`src/rtl/sseg_pkg.sv`:
```
`default_nettype none
// ============================================================================
// Module      : sseg_pkg
// Description : Shared constants for the seven-segment scanner: the hex glyph
//               table (active-low {g,f,e,d,c,b,a}), the blank pattern and the
//               brightness field width.
// Revision    : 1.0 - initial release
// ============================================================================
package sseg_pkg;

    localparam int         BRIGHT_W  = 4;
    localparam logic [6:0] SEG_BLANK = 7'h7F;

    // Entry n is the active-low glyph for hex digit n (lower-case b and d).
    // Listed from F down to 0 so that index 0 lands on the rightmost element.
    localparam logic [15:0][6:0] SEG_PATTERNS = {
        7'h0E,  // F
        7'h06,  // E
        7'h21,  // d
        7'h46,  // C
        7'h03,  // b
        7'h08,  // A
        7'h10,  // 9
        7'h00,  // 8
        7'h78,  // 7
        7'h02,  // 6
        7'h12,  // 5
        7'h19,  // 4
        7'h30,  // 3
        7'h24,  // 2
        7'h79,  // 1
        7'h40   // 0
    };

endpackage
`default_nettype wire

```
`src/rtl/hex_to_sseg.sv`:
```
`default_nettype none
// ============================================================================
// Module      : hex_to_sseg
// Description : Combinational hex nibble to seven-segment decoder.
// Ports       : nib_i   [3:0] - hex value to display
//               seg_n_o [6:0] - active-low segments {g,f,e,d,c,b,a}
// Revision    : 1.0 - initial release
// ============================================================================
module hex_to_sseg
    import sseg_pkg::*;
(
    input  logic [3:0] nib_i,
    output logic [6:0] seg_n_o
);

    always_comb begin
        seg_n_o = SEG_PATTERNS[nib_i];
    end

endmodule
`default_nettype wire

```
`src/rtl/seg_scan_mux.sv`:
```
`default_nettype none
// ============================================================================
// Module      : seg_scan_mux
// Description : Time-multiplexed common-anode seven-segment scanner with a
//               per-frame input snapshot, digit enable mask, decimal points,
//               PWM brightness and a blank window at every digit change.
// Ports       : clk          - system clock
//               rst_n        - asynchronous active-low reset
//               data_i       - packed hex nibbles, nibble k drives digit k
//               dp_i         - decimal point per digit, 1 = lit
//               en_i         - digit enable, 0 = digit dark
//               bright_i     - brightness, 0 = off .. 15 = maximum
//               an_n         - anodes, active-low
//               seg_n        - segments {g,f,e,d,c,b,a}, active-low
//               dp_n         - decimal point, active-low
//               frame_start  - one-cycle pulse as a new snapshot takes effect
// Revision    : 1.0 - initial release
// ============================================================================
module seg_scan_mux
    import sseg_pkg::*;
#(
    parameter int NUM_DIGITS = 4,
    parameter int DIV_W      = 16,
    parameter int BLANK_CYC  = 64
) (
    input  logic                    clk,
    input  logic                    rst_n,
    input  logic [4*NUM_DIGITS-1:0] data_i,
    input  logic [NUM_DIGITS-1:0]   dp_i,
    input  logic [NUM_DIGITS-1:0]   en_i,
    input  logic [BRIGHT_W-1:0]     bright_i,
    output logic [NUM_DIGITS-1:0]   an_n,
    output logic [6:0]              seg_n,
    output logic                    dp_n,
    output logic                    frame_start
);

    localparam int                    IDX_W   = $clog2(NUM_DIGITS);
    localparam logic [IDX_W-1:0]      IDX_TOP = IDX_W'(NUM_DIGITS - 1);
    localparam logic [DIV_W-1:0]      BLANK_C = DIV_W'(BLANK_CYC);
    localparam logic [NUM_DIGITS-1:0] AN_OFF  = '1;

    // Scan state
    logic [DIV_W-1:0]        cnt_q, cnt_d;
    logic [IDX_W-1:0]        idx_q, idx_d;

    // Per-frame snapshot of the user inputs
    logic [4*NUM_DIGITS-1:0] data_q;
    logic [NUM_DIGITS-1:0]   dp_q;
    logic [NUM_DIGITS-1:0]   en_q;
    logic [BRIGHT_W-1:0]     bright_q;

    // Output registers
    logic [NUM_DIGITS-1:0]   an_n_q, an_n_d;
    logic [6:0]              seg_n_q, seg_n_d;
    logic                    dp_n_q, dp_n_d;
    logic                    frame_start_q;

    logic                    cnt_max;
    logic                    boundary;
    logic                    lit;
    logic                    active;
    logic [3:0]              nib;
    logic [6:0]              seg_dec;

    assign cnt_max  = &cnt_q;
    assign boundary = cnt_max && (idx_q == '0);

    // The blank window at the start of every slot keeps adjacent anodes from
    // overlapping; the PWM compare uses the top nibble of the slot counter.
    assign lit    = (cnt_q >= BLANK_C) && (cnt_q[DIV_W-1 -: BRIGHT_W] < bright_q);
    assign active = lit && en_q[idx_q];
    assign nib    = data_q[{idx_q, 2'b00} +: 4];

    hex_to_sseg u_dec (
        .nib_i   (nib),
        .seg_n_o (seg_dec)
    );

    always_comb begin
        cnt_d = cnt_q + 1'b1;
        idx_d = idx_q;
        if (cnt_max) begin
            idx_d = (idx_q == '0) ? IDX_TOP : idx_q - 1'b1;
        end
    end

    always_comb begin
        an_n_d  = AN_OFF;
        seg_n_d = SEG_BLANK;
        dp_n_d  = 1'b1;
        if (active) begin
            an_n_d  = ~(NUM_DIGITS'(1) << idx_q);
            seg_n_d = seg_dec;
            dp_n_d  = ~dp_q[idx_q];
        end
    end

    always_ff @(posedge clk or negedge rst_n) begin
        if (!rst_n) begin
            cnt_q         <= '0;
            idx_q         <= IDX_TOP;
            data_q        <= '0;
            dp_q          <= '0;
            en_q          <= '0;
            bright_q      <= '0;
            an_n_q        <= AN_OFF;
            seg_n_q       <= SEG_BLANK;
            dp_n_q        <= 1'b1;
            frame_start_q <= 1'b0;
        end else begin
            cnt_q         <= cnt_d;
            idx_q         <= idx_d;
            an_n_q        <= an_n_d;
            seg_n_q       <= seg_n_d;
            dp_n_q        <= dp_n_d;
            frame_start_q <= boundary;
            // Inputs are sampled only here so a frame never mixes old and new data.
            if (boundary) begin
                data_q   <= data_i;
                dp_q     <= dp_i;
                en_q     <= en_i;
                bright_q <= bright_i;
            end
        end
    end

    assign an_n        = an_n_q;
    assign seg_n       = seg_n_q;
    assign dp_n        = dp_n_q;
    assign frame_start = frame_start_q;

endmodule
`default_nettype wire

```
`config.mk`:
```
export PLATFORM = sky130hd
export DESIGN_NAME = seg_scan_mux
export DESIGN_NICKNAME = d
export VERILOG_FILES = /design/src/rtl/sseg_pkg.sv /design/src/rtl/hex_to_sseg.sv /design/src/rtl/seg_scan_mux.sv
export SDC_FILE = /design/constraint.sdc
export NUM_CORES = 1
export LEC_CHECK = 0
export CORE_ASPECT_RATIO = 1.5
export CORE_UTILIZATION = 58
export CTS_CLUSTER_SIZE = 10
export DETAILED_ROUTE_END_ITERATION = 12
export PLACE_DENSITY = 0.87
export SLEW_MARGIN = 40
export SYNTH_ARGS = -nofsm -noshare
export SYNTH_HDL_FRONTEND = slang
export SYNTH_HIERARCHICAL = 1
export SYNTH_SLANG_ARGS = --single-unit
```
`constraint.sdc`:
```
create_clock -name clk -period 4.45 [get_ports clk]
set_input_delay 0.6675 -clock clk [delete_from_list [all_inputs] [get_ports clk]]
set_output_delay 0.6675 -clock clk [all_outputs]
set_load 0.05 [all_outputs]
```
==> impl_results.md, run 1 <==
- Worst Hold Class: in -> async
- DR vias: about 1800
- Synth Flop Type: dfrtp_1
- Outcome: completed
- Worst setup SP type: flop
- Slew @ Worst Pin: 0.701 ns
- Fin Hold WS: 0.463 ns
- Critical path data required time: 4.70 ns
- FFs w/ async S/R, synth: 100%
- DR iter-0 viols: 77
- Final setup margin: 1.86 ns
- TNS Setup: 0 ns
- Cells on worst reg2reg path: 6
- Power per cell area: just over 300 nW/um2
- Initial core utilization: 60.3%
- Initial antenna violation count: 0
- #FFs+latches synth: 59
- FP Rows: 31
- Hold buffer count at CTS: 0
- N_diodes: 0
- Global-route wire length before repair: 8.20 mm
- Syn Std Cell Area: 2920 um2
- Final Core Density: 73.6%
- Area of placed instances: 3380 um2
- Vias per cell: 5.38
- Total Die Area: approximately 5300 um2
- Clk_skew: 0.00578 ns
- ANT nets after route: 0
- RSZ-0062 raised after global routing: no
- Core box area: 4850 um2
- Max clock buf depth: 2
- Post-synth EDFFs: 0
- Crit Reg-Reg Startpoint: idx_q[0]
- CTS Buf Count: 9
- Seq/Total Area, Yosys: 51.1%
- Htree depth: 3
- Post-CTS Setup Bufs: 0
- Rel. slew slack: between 50% and 60%
- Remaining Overflow, GRT: 0
- Critical Path Source: idx_q[0]
- DR pass1 iterations: 4
- All-Layer GR Usage: a little over a fifth
- Share of cells above drive strength 1: approximately 28%
- Die W: 60.0 um
- # IOs: between 40 and 50
- TritonCTS clock tree: yes
- Final Instance Area: approximately 3600 um2
- Root buf cell: clkbuf_8
- Worst Setup Path Type: reg -> reg
- Port buffer count: 42
- Leakage: 1.64 nW
- RD Place Congestion: 0.893
- Fmax: 386 MHz
- Avg WL per Cell: 15.1 um
- Final Hold Viols: 0
- Final min period: 2.59 ns
- Layout fillers: between 300 and 400
- Max-Cap Viols: 0
- # clock sinks: between 50 and 60
- Largest net degree at the start of global routing: 60
- Synthesized area per cell: 13.9 um2
- Setup WS pre-CTS: 1.86 ns
- DRC Markers: 0
- Syn Nets: approximately 260
- Slew Limit Fails: 0
- P&R area growth vs syn: 22.1%
- WP data arrival: 2.84 ns
- Final nets: 305
- Die Ht: around 89 um
- Worst-Skew Late Latency: approximately 0.33 ns
- Crit. End Element: flop
- DRT Wirelength: around 5 mm
- Syn Inst Count: 211
- Crit path max fanout: 11
- Distinct cells, synth: 38
- Final setup viols: 0
- Dpl hpwl: 3.61 mm
- VDD IR-drop max: roughly 0.00025 V
- Number of global-route vias before repair: 1737
- Final period util: 58.2%
- YS warnings: 6
- Post-cts sizing count: 0
- Clk slew on worst S/H paths: 0.06 ns
-- cell usage after synthesis (2+ instances only) --
| cell type | count | area (um2) |
|---|---|---|
| nand2b_1 | 2 | 12.5 |
| dfrtp_1 | 45 | 1130 |
| nor4_1 | 2 | 12.5 |
| buf_2 | 2 | 10.0 |
| a21oi_1 | 3 | 15.0 |
| mux2i_1 | 4 | 40.0 |
| nand3_1 | 8 | 40.0 |
| nand2_1 | 5 | 18.8 |
| mux2_2 | 9 | 101 |
| o2111ai_1 | 3 | 26.3 |
| a22o_1 | 2 | 17.5 |
| dfstp_2 | 14 | 368 |
| nand4_1 | 2 | 12.5 |
| or2_2 | 8 | 50.1 |
| buf_6 | 3 | 33.8 |
| mux2_4 | 20 | 300 |
| nor2_1 | 10 | 37.5 |
| xnor2_1 | 9 | 78.8 |
| o21ai_0 | 3 | 15.0 |
| inv_1 | 12 | 45.0 |
| mux4_2 | 6 | 135 |
| and2_1 | 2 | 12.5 |
| and4_1 | 3 | 26.3 |
| xor2_1 | 5 | 43.8 |
| ha_1 | 16 | 200 |
-- placed cells by master, fill, tap and decap left out, types with 9 or more instances in the layout --
| master | n |
|---|---|
| dfrtp_1 | 45 |
| clkdlybuf4s50_1 | 41 |
| mux2_4 | 20 |
| ha_1 | 16 |
| dfstp_2 | 14 |
| inv_1 | 12 |
| nor2_1 | 10 |
| clkbuf_8 | 10 |
| xnor2_1 | 9 |
| mux2_2 | 9 |
-- flip-flops by register name (all words and copies together), names as in the netlist --
| signal | flops |
|---|---|
| cnt_q | 16 |
| data_q | 16 |
| seg_n | 7 |
| an_n | 4 |
| bright_q | 4 |
| dp_q | 4 |
| en_q | 4 |
| idx_q | 2 |
| dp_n | 1 |
| frame_start | 1 |
-- layout make-up --
class | instances | area (um2) | share of cell area [%]
clock inverter | 2 | 35.0 | 0.982
tap | 66 | 82.6 | 2.31
inverter | 12 | 45.0 | 1.26
clock buffer | 14 | 153 | 4.28
timing repair buffer | 43 | 423 | 11.9
sequential | 59 | 1490 | 41.9
multi-input combinational | 134 | 1340 | 37.4
-- metal layers --
metal  track usage (%)  part of all wire, %  routed length, um  up-vias
met5                 0                    0                  0        -
met3              5.21                  2.7                137        6
met4              7.61                  1.1                 57        0
li1                  -                    -                  -      839
met2              36.1                   54               2700       42
met1              26.8                   42               2080      887
-- critical path: stages, from the launching register on --
cell     delay (ns)
dfstp_2        0.70
mux4_2         0.63
inv_1          0.17
ha_1           0.17
inv_1          0.07
mux4_1         0.48
or2_2          0.30
-- kinds of logic (layout without fill, tap and decap cells) --
family / count (synthesis) / count (layout) / synth area share [%]
and+or+nand+nor: 48 / 48 / 10.2
adders and majority gates: 16 / 16 / 6.85
DFF: 59 / 59 / 51.1
muxes: 40 / 40 / 20.6
xor gates and xnor gates: 14 / 14 / 4.20
buffers and inverters: 18 / 71 / 3.17
AOI/OAI and AO/OA: 16 / 16 / 3.85
-- power by group --
part	switching [W]	internal, W
logic	0.0000323	0.0000506
registers	0.00000817	0.000550
clock network	0.000191	0.000274
-- per-stage QoR --
step	std cells	total power [W]
finish	330	0.00111
global route	330	0.00115
CTS	330	0.00111
detailed placement	314	0.000651
global placement	314	0.000646
floorplan	211	0.000605
-- path summary, 6_finish.rpt --
| path | slack (ns) | end |
|---|---|---|
| setup / recovery | 1.86 | seg_n[3] |
| hold reg to reg | 0.50 | cnt_q[11] |
| hold / removal | 0.46 | bright_q[0] |
| min in group clk | 0.50 | cnt_q[11] |
| setup reg to reg | 1.86 | seg_n[3] |
| max in group asynchronous | 3.51 | data_q[3] |
Power figures use the tool's default switching activity.
==> inputs of run 2 (changes only) <==
--- a/config.mk
+++ b/config.mk
@@ -6,10 +6,10 @@
 export NUM_CORES = 1
 export LEC_CHECK = 0
 export CORE_ASPECT_RATIO = 1.5
-export CORE_UTILIZATION = 58
+export CORE_UTILIZATION = 49
 export CTS_CLUSTER_SIZE = 10
 export DETAILED_ROUTE_END_ITERATION = 12
-export PLACE_DENSITY = 0.87
+export PLACE_DENSITY = 0.78
 export SLEW_MARGIN = 40
 export SYNTH_ARGS = -nofsm -noshare
 export SYNTH_HDL_FRONTEND = slang
==> constraint.sdc (replaced) <==
create_clock -name clk -period 2.3 [get_ports clk]
set_input_delay 0.345 -clock clk [delete_from_list [all_inputs] [get_ports clk]]
set_output_delay 0.345 -clock clk [all_outputs]
set_load 0.05 [all_outputs]
==> run 2 against run 1 <==
  * Via count fell by 0.11%
  * Cell area rose by 3.9%
  * Sequential share of layout area fell by 1.6 points
  * Critical endpoint is now seg_n[0]
  * Combinational power rose by 100%
  * Global-route usage fell by 4.3 points
  * Core utilization fell by 9.5 points
  * Critical path type unchanged
==> impl_results.md, run 2 (synthesized netlist as in run 1, its figures left out) <==
- # IOs: 43
- Avg WL per Cell: 13.8 um
- Crit path max fanout: 8
- WP data arrival: approximately 2.5 ns
- Final period util: 98.1%
- Largest net degree at the start of global routing: 60
- Final setup margin: 0.0443 ns
- Largest delay share family, worst path: simple AND/OR/NAND/NOR gates
- Crit. End Element: flop
- Final Instance Area: 3710 um2
- Share of cells above drive strength 1: 34.2%
- Worst-Skew Late Latency: 0.33 ns
- Dpl hpwl: ~3.4 mm
- Root buf cell: clkbuf_8
- All-Layer GR Usage: 17.2%
- Initial antenna violation count: 0
- CP Cell Sequence: buf_4, mux4_2, and2b_2, or3b_1, o21ai_0, or2_2
- Max clock buf depth: 2
- Most common cell after layout, fill and taps aside: dfrtp_1
- Rel. slew slack: 52.9%
- Most frequent cells in the layout: dfrtp_1 (45), clkdlybuf4s50_1 (41), mux2_4 (20)
- DR iter-0 viols: 58
- Total Die Area: 6280 um2
- Worst Hold Class: in -> async
- Htree depth: 3
- CTS Buf Count: 9
- Slew Limit Fails: 0
- Power per cell area: around 570 nW/um2
- FF-to-FF setup slack: 0.04 ns
- TNS Setup: 0 ns
- DR vias: 1772
- Final Hold Viols: 0
- Vias per cell: 5.11
- Reg2reg end: seg_n[0]
- Clk slew on worst S/H paths: 0.06 ns
- ANT nets after route: 0
- Initial core utilization: 50.5%
- # clock sinks: 59
- RSZ-0062 raised after global routing: yes
- CP Buf/Inv Count: 1
- Hold buffer count at CTS: 0
- Critical path data required time: 2.57 ns
- FP Rows: 34
- Worst setup SP type: flop
- Max-Cap Viols: 0
- Tot Pwr: between 0.002 and 0.0025 W
- Slowest CP cell: mux4_2
- Worst Setup Path Type: reg -> reg
- Final nets: 316
- Slew @ Worst Pin: around 0.71 ns
- DRC Markers: 0
- Fmax: 443 MHz
- Final setup viols: 0
- Setup WS pre-CTS: -0.00605 ns
- Outcome: completed
- VDD IR-drop max: 0.000363 V
- Core box area: roughly 5800 um2
- Remaining Overflow, GRT: 0
- Critical Path Source: idx_q[0]
- DRT Wirelength: 4.79 mm
- Final min period: 2.26 ns
- Die W: approximately 65 um
- DR pass1 iterations: 4
- Area of placed instances: 3460 um2
- Die Ht: 96.6 um
- Leakage: 1.70 nW
- Port buffer count: 42
- Global-route wire length before repair: 7.99 mm
- N_diodes: 0
- Cells on worst reg2reg path: 6
- Final Core Density: between 60 and 70%
- Clk_skew: 0.00789 ns
- Layout fillers: 452
- RD Place Congestion: ~0.84
- P&R area growth vs syn: 26.8%
- Critical Path Max Stage Delay: around 0.63 ns
- Number of global-route vias before repair: ~1700
- TritonCTS clock tree: yes
- Crit Reg-Reg Startpoint: idx_q[0]
run 2: cell count changes in the layout (fill, tap and decap cells not counted), moves of 2 or more:
cell,change
buf_4,+10
clkbuf_8,+3
inv_1,-2
ha_4,+2
ha_1,-3
clkbuf_1,-2
inv_4,+2
run 2: area by class of cell:
type | instances | area, um2 | share of cell area (%)
multi-input cells | 134 | 1360 | 36.8
clock buffers | 15 | 186 | 5.03
well taps | 72 | 90.1 | 2.43
repair buffers | 54 | 518 | 14.0
flip-flops and latches | 59 | 1490 | 40.3
inverters | 12 | 50.0 | 1.35
clock inverters | 1 | 5.00 | 0.135
run 2: how the worst max path moves through the flow:
stage	to	slack, ns	cells past startpoint
after floorplan	seg_n[0]	-0.01	8
after CTS	seg_n[0]	-0.01	7
after global routing	seg_n[0]	-0.03	6
after detailed placement	seg_n[0]	-0.006	7
final	seg_n[0]	0.04	6
after global placement	seg_n[0]	0.04	7
run 2: per-layer routing:
metal	vias up	part of all wire, %	GRT usage, %
met2	47	50	27.1
li1	861	-	-
met4	0	1.6	9.24
met1	857	44	21.7
met3	7	4.3	4.34
met5	-	0	0
run 2: what timing repair did:
item,4_1_cts,5_1_grt
gates cloned,0,0
setup buffers,2,3
setup endpoints to repair,1,7
pin swaps,0,0
resized for setup,0,5
run 2: stage by stage:
stage	hold slack, ns	instances
after detailed placement	0.486	326
final	0.146	347
after global placement	0.475	326
after global routing	0.202	347
after CTS	0.166	344
after floorplan	0.0494	211
run 2: report_power, final:
group | internal (W) | switching (W)
logic | 0.000105 | 0.0000651
registers | 0.00106 | 0.0000150
clock network | 0.000508 | 0.000367
total | 0.00168 | 0.000447
==> inputs of run 3 (changes only) <==
--- a/config.mk
+++ b/config.mk
@@ -6,10 +6,11 @@
 export NUM_CORES = 1
 export LEC_CHECK = 0
 export CORE_ASPECT_RATIO = 1.5
-export CORE_UTILIZATION = 49
+export CORE_UTILIZATION = 40
 export CTS_CLUSTER_SIZE = 10
 export DETAILED_ROUTE_END_ITERATION = 12
-export PLACE_DENSITY = 0.78
+export PLACE_DENSITY = 0.66
+export REMOVE_ABC_BUFFERS = 1
 export SLEW_MARGIN = 40
 export SYNTH_ARGS = -nofsm -noshare
 export SYNTH_HDL_FRONTEND = slang
==> constraint.sdc (replaced) <==
create_clock -name clk -period 1.8 [get_ports clk]
set_input_delay 0.27 -clock clk [delete_from_list [all_inputs] [get_ports clk]]
set_output_delay 0.27 -clock clk [all_outputs]
set_load 0.05 [all_outputs]
==> run 3 against run 2 <==
  * The run now ends with negative setup slack left
  * Clock skew shrank 0.0028 ns
  * Clock power grew 34%
  * Register-to-register slack lost 0.47 ns
  * Worst hold slack gained 0.31 ns
  * Clock-buffer cell count shrank 1
  * Flip-flop and latch count is the same
  * Non-clock buffer count grew 26
  * Sequential share of layout area shrank 2.3 points
  * Via count grew 7.4%
  * Global-route usage shrank 0.46 points
  * Routed wire length grew 19%
  * Combinational power grew 48%
==> impl_results.md, run 3 (synthesized netlist as in run 1, its figures left out) <==
- Outcome: finished with violations
- Failing checks: negative setup slack
- Rel. slew slack: 76.3%
- Power per cell area: 711 nW/um2
- Sequential Power Share: 49.3%
- WP data arrival: 2.51 ns
- Slew Limit Fails: 0
- DR iter-0 viols: 77
- Tot Pwr: 0.00280 W
- Final Core Density: a little under three fifths
- Avg WL per Cell: 15.0 um
- # clock sinks: 59
- Core box area: 6940 um2
- Clk_skew: 0.00508 ns
- RSZ-0062 raised after global routing: yes
- Fmax: 449 MHz
- Comb power frac: 9.0%
- Final min period: 2.23 ns
- Final Hold Viols: 0
- Dpl hpwl: 4.23 mm
- Final setup margin: -0.425 ns
- Htree depth: 3
- Global-route wire length before repair: roughly 9.4 mm
- Total Die Area: 7660 um2
- Initial antenna violation count: 0
- Worst-Skew Late Latency: 0.33 ns
- VDD IR-drop max: between 0.0003 and 0.0004 V
- N_diodes: 0
- Die W: 71.8 um
- Most frequent cells in the layout: dfrtp_1 (45), buf_4 (43), clkdlybuf4s50_1 (28)
- DRC Markers: 0
- DRT Wirelength: roughly 5.7 mm
- Vias per cell: 5.02
- Crit path max fanout: 4
- Largest delay share family, worst path: simple AND/OR/NAND/NOR gates
- TritonCTS clock tree: yes
- Critical path data required time: 2.08 ns
- Port buffer count: 42
- CP Buf/Inv Count: 1
- CP Cell Sequence: mux4_2, inv_4, ha_4, and2b_2, or3b_1, o21ai_1, or2_4
- Slowest CP cell: mux4_2
- Number of global-route vias before repair: between 2000 and 2500
- ANT nets after route: 0
- RD Place Congestion: 0.770
- Worst Setup Path Type: reg -> reg
- Max clock buf depth: 2
- Worst Hold Class: in -> async
- P&R area growth vs syn: 34.5%
- Clk slew on worst S/H paths: 0.06 ns
- FP Rows: 37
- Max-Cap Viols: 0
- Share of cells above drive strength 1: between 40% and 50%
- # IOs: 43
- Most common cell after layout, fill and taps aside: dfrtp_1
- Die Ht: 107 um
- Clock power frac: between 40% and 50%
- Critical Path Max Stage Delay: 0.58 ns
- All-Layer GR Usage: 16.7%
- DR pass1 iterations: 4
- Remaining Overflow, GRT: 0
- Largest net degree at the start of global routing: 60
- Leakage: 1.84 nW
- Final nets: around 340
- Switch share: 21.4%
- Internal Pwr Total: 0.00220 W
- CTS Buf Count: 9
- Net Switching: 0.000599 W
- Initial core utilization: 42.1%
- Worst setup SP type: flop
- Final period util: 124%
- Final setup viols: 12
- Crit. End Element: flop
- Root buf cell: clkbuf_8
- Slew @ Worst Pin: ~0.35 ns
- DR vias: 1903
## run 3: cell types whose count changed in the layout (fill, tap and decap cells not counted), moves of 2 or more
cell	change
inv_2	+2
clkbuf_1	+2
clkbuf_8	-3
clkdlybuf4s50_1	-13
buf_6	+4
or2_2	-3
or2_4	+3
buf_4	+32
buf_12	+2
## run 3: path summary, 6_finish.rpt
kind	start	end	slack, ns	depth (start not counted)
setup / recovery	idx_q[0]	seg_n[0]	-0.43	7
hold / removal	rst_n	data_q[3]	0.46	3
setup reg to reg	idx_q[0]	seg_n[0]	-0.43	7
hold reg to reg	bright_q[1]	bright_q[1]	0.51	1
max in group asynchronous	rst_n	an_n[2]	1.01	3
min in group clk	bright_q[1]	bright_q[1]	0.51	1
## run 3: power groups by stage
stage               Clock, W  Combinational, W  Sequential (W)
floorplan                  0         0.0000992         0.00139
global placement           0          0.000230         0.00140
detailed placement         0          0.000235         0.00140
CTS                  0.00119          0.000250         0.00138
global route         0.00126          0.000275         0.00138
finish               0.00117          0.000251         0.00138
## run 3: layout make-up
| class | instances | area (um2) |
|---|---|---|
| Inverter | 12 | 47.5 |
| Sequential cell | 59 | 1490 |
| Fill cell | 574 | 3010 |
| Multi-Input combinational cell | 134 | 1380 |
| Clock inverter | 2 | 35.0 |
| Tap cell | 78 | 97.6 |
| Timing Repair Buffer | 80 | 723 |
| Clock buffer | 14 | 153 |
## run 3: per-stage QoR
step                instance area [um2]  std cells  worst slack, ns  TNS (ns)  hold WS (ns)
floorplan                          2880        205           -0.597     -9.65       -0.0256
global placement                   3660        360           -0.421     -2.54         0.300
detailed placement                 3660        360           -0.477     -2.83         0.300
CTS                                3900        378           -0.430     -2.82         0.483
global route                       3930        379           -0.494     -4.45         0.497
finish                             3930        379           -0.425     -2.49         0.457
## run 3: repair_timing
action	CTS	global route
setup endpoints to repair	13	37
gates resized for setup	15	5
hold buffers	1	0
endpoints found under the hold margin	45	0
pin swaps	5	2
buffers inserted	1	1
## run 3: metal layers
layer,GRT usage [%],vias to the layer above,part of all wire (%),routed length (um)
li1,-,912,-,-
met1,17.8,958,38,2150
met2,30.1,25,58,3290
met3,4.32,8,2.5,143
met4,8.12,0,1.7,96
met5,0,-,0,0
## run 3: tightest hold or removal path, stage by stage
cell and delay [ns]:
dlygate4sd3_1 0.52, buf_2 0.12, buf_12 0.27
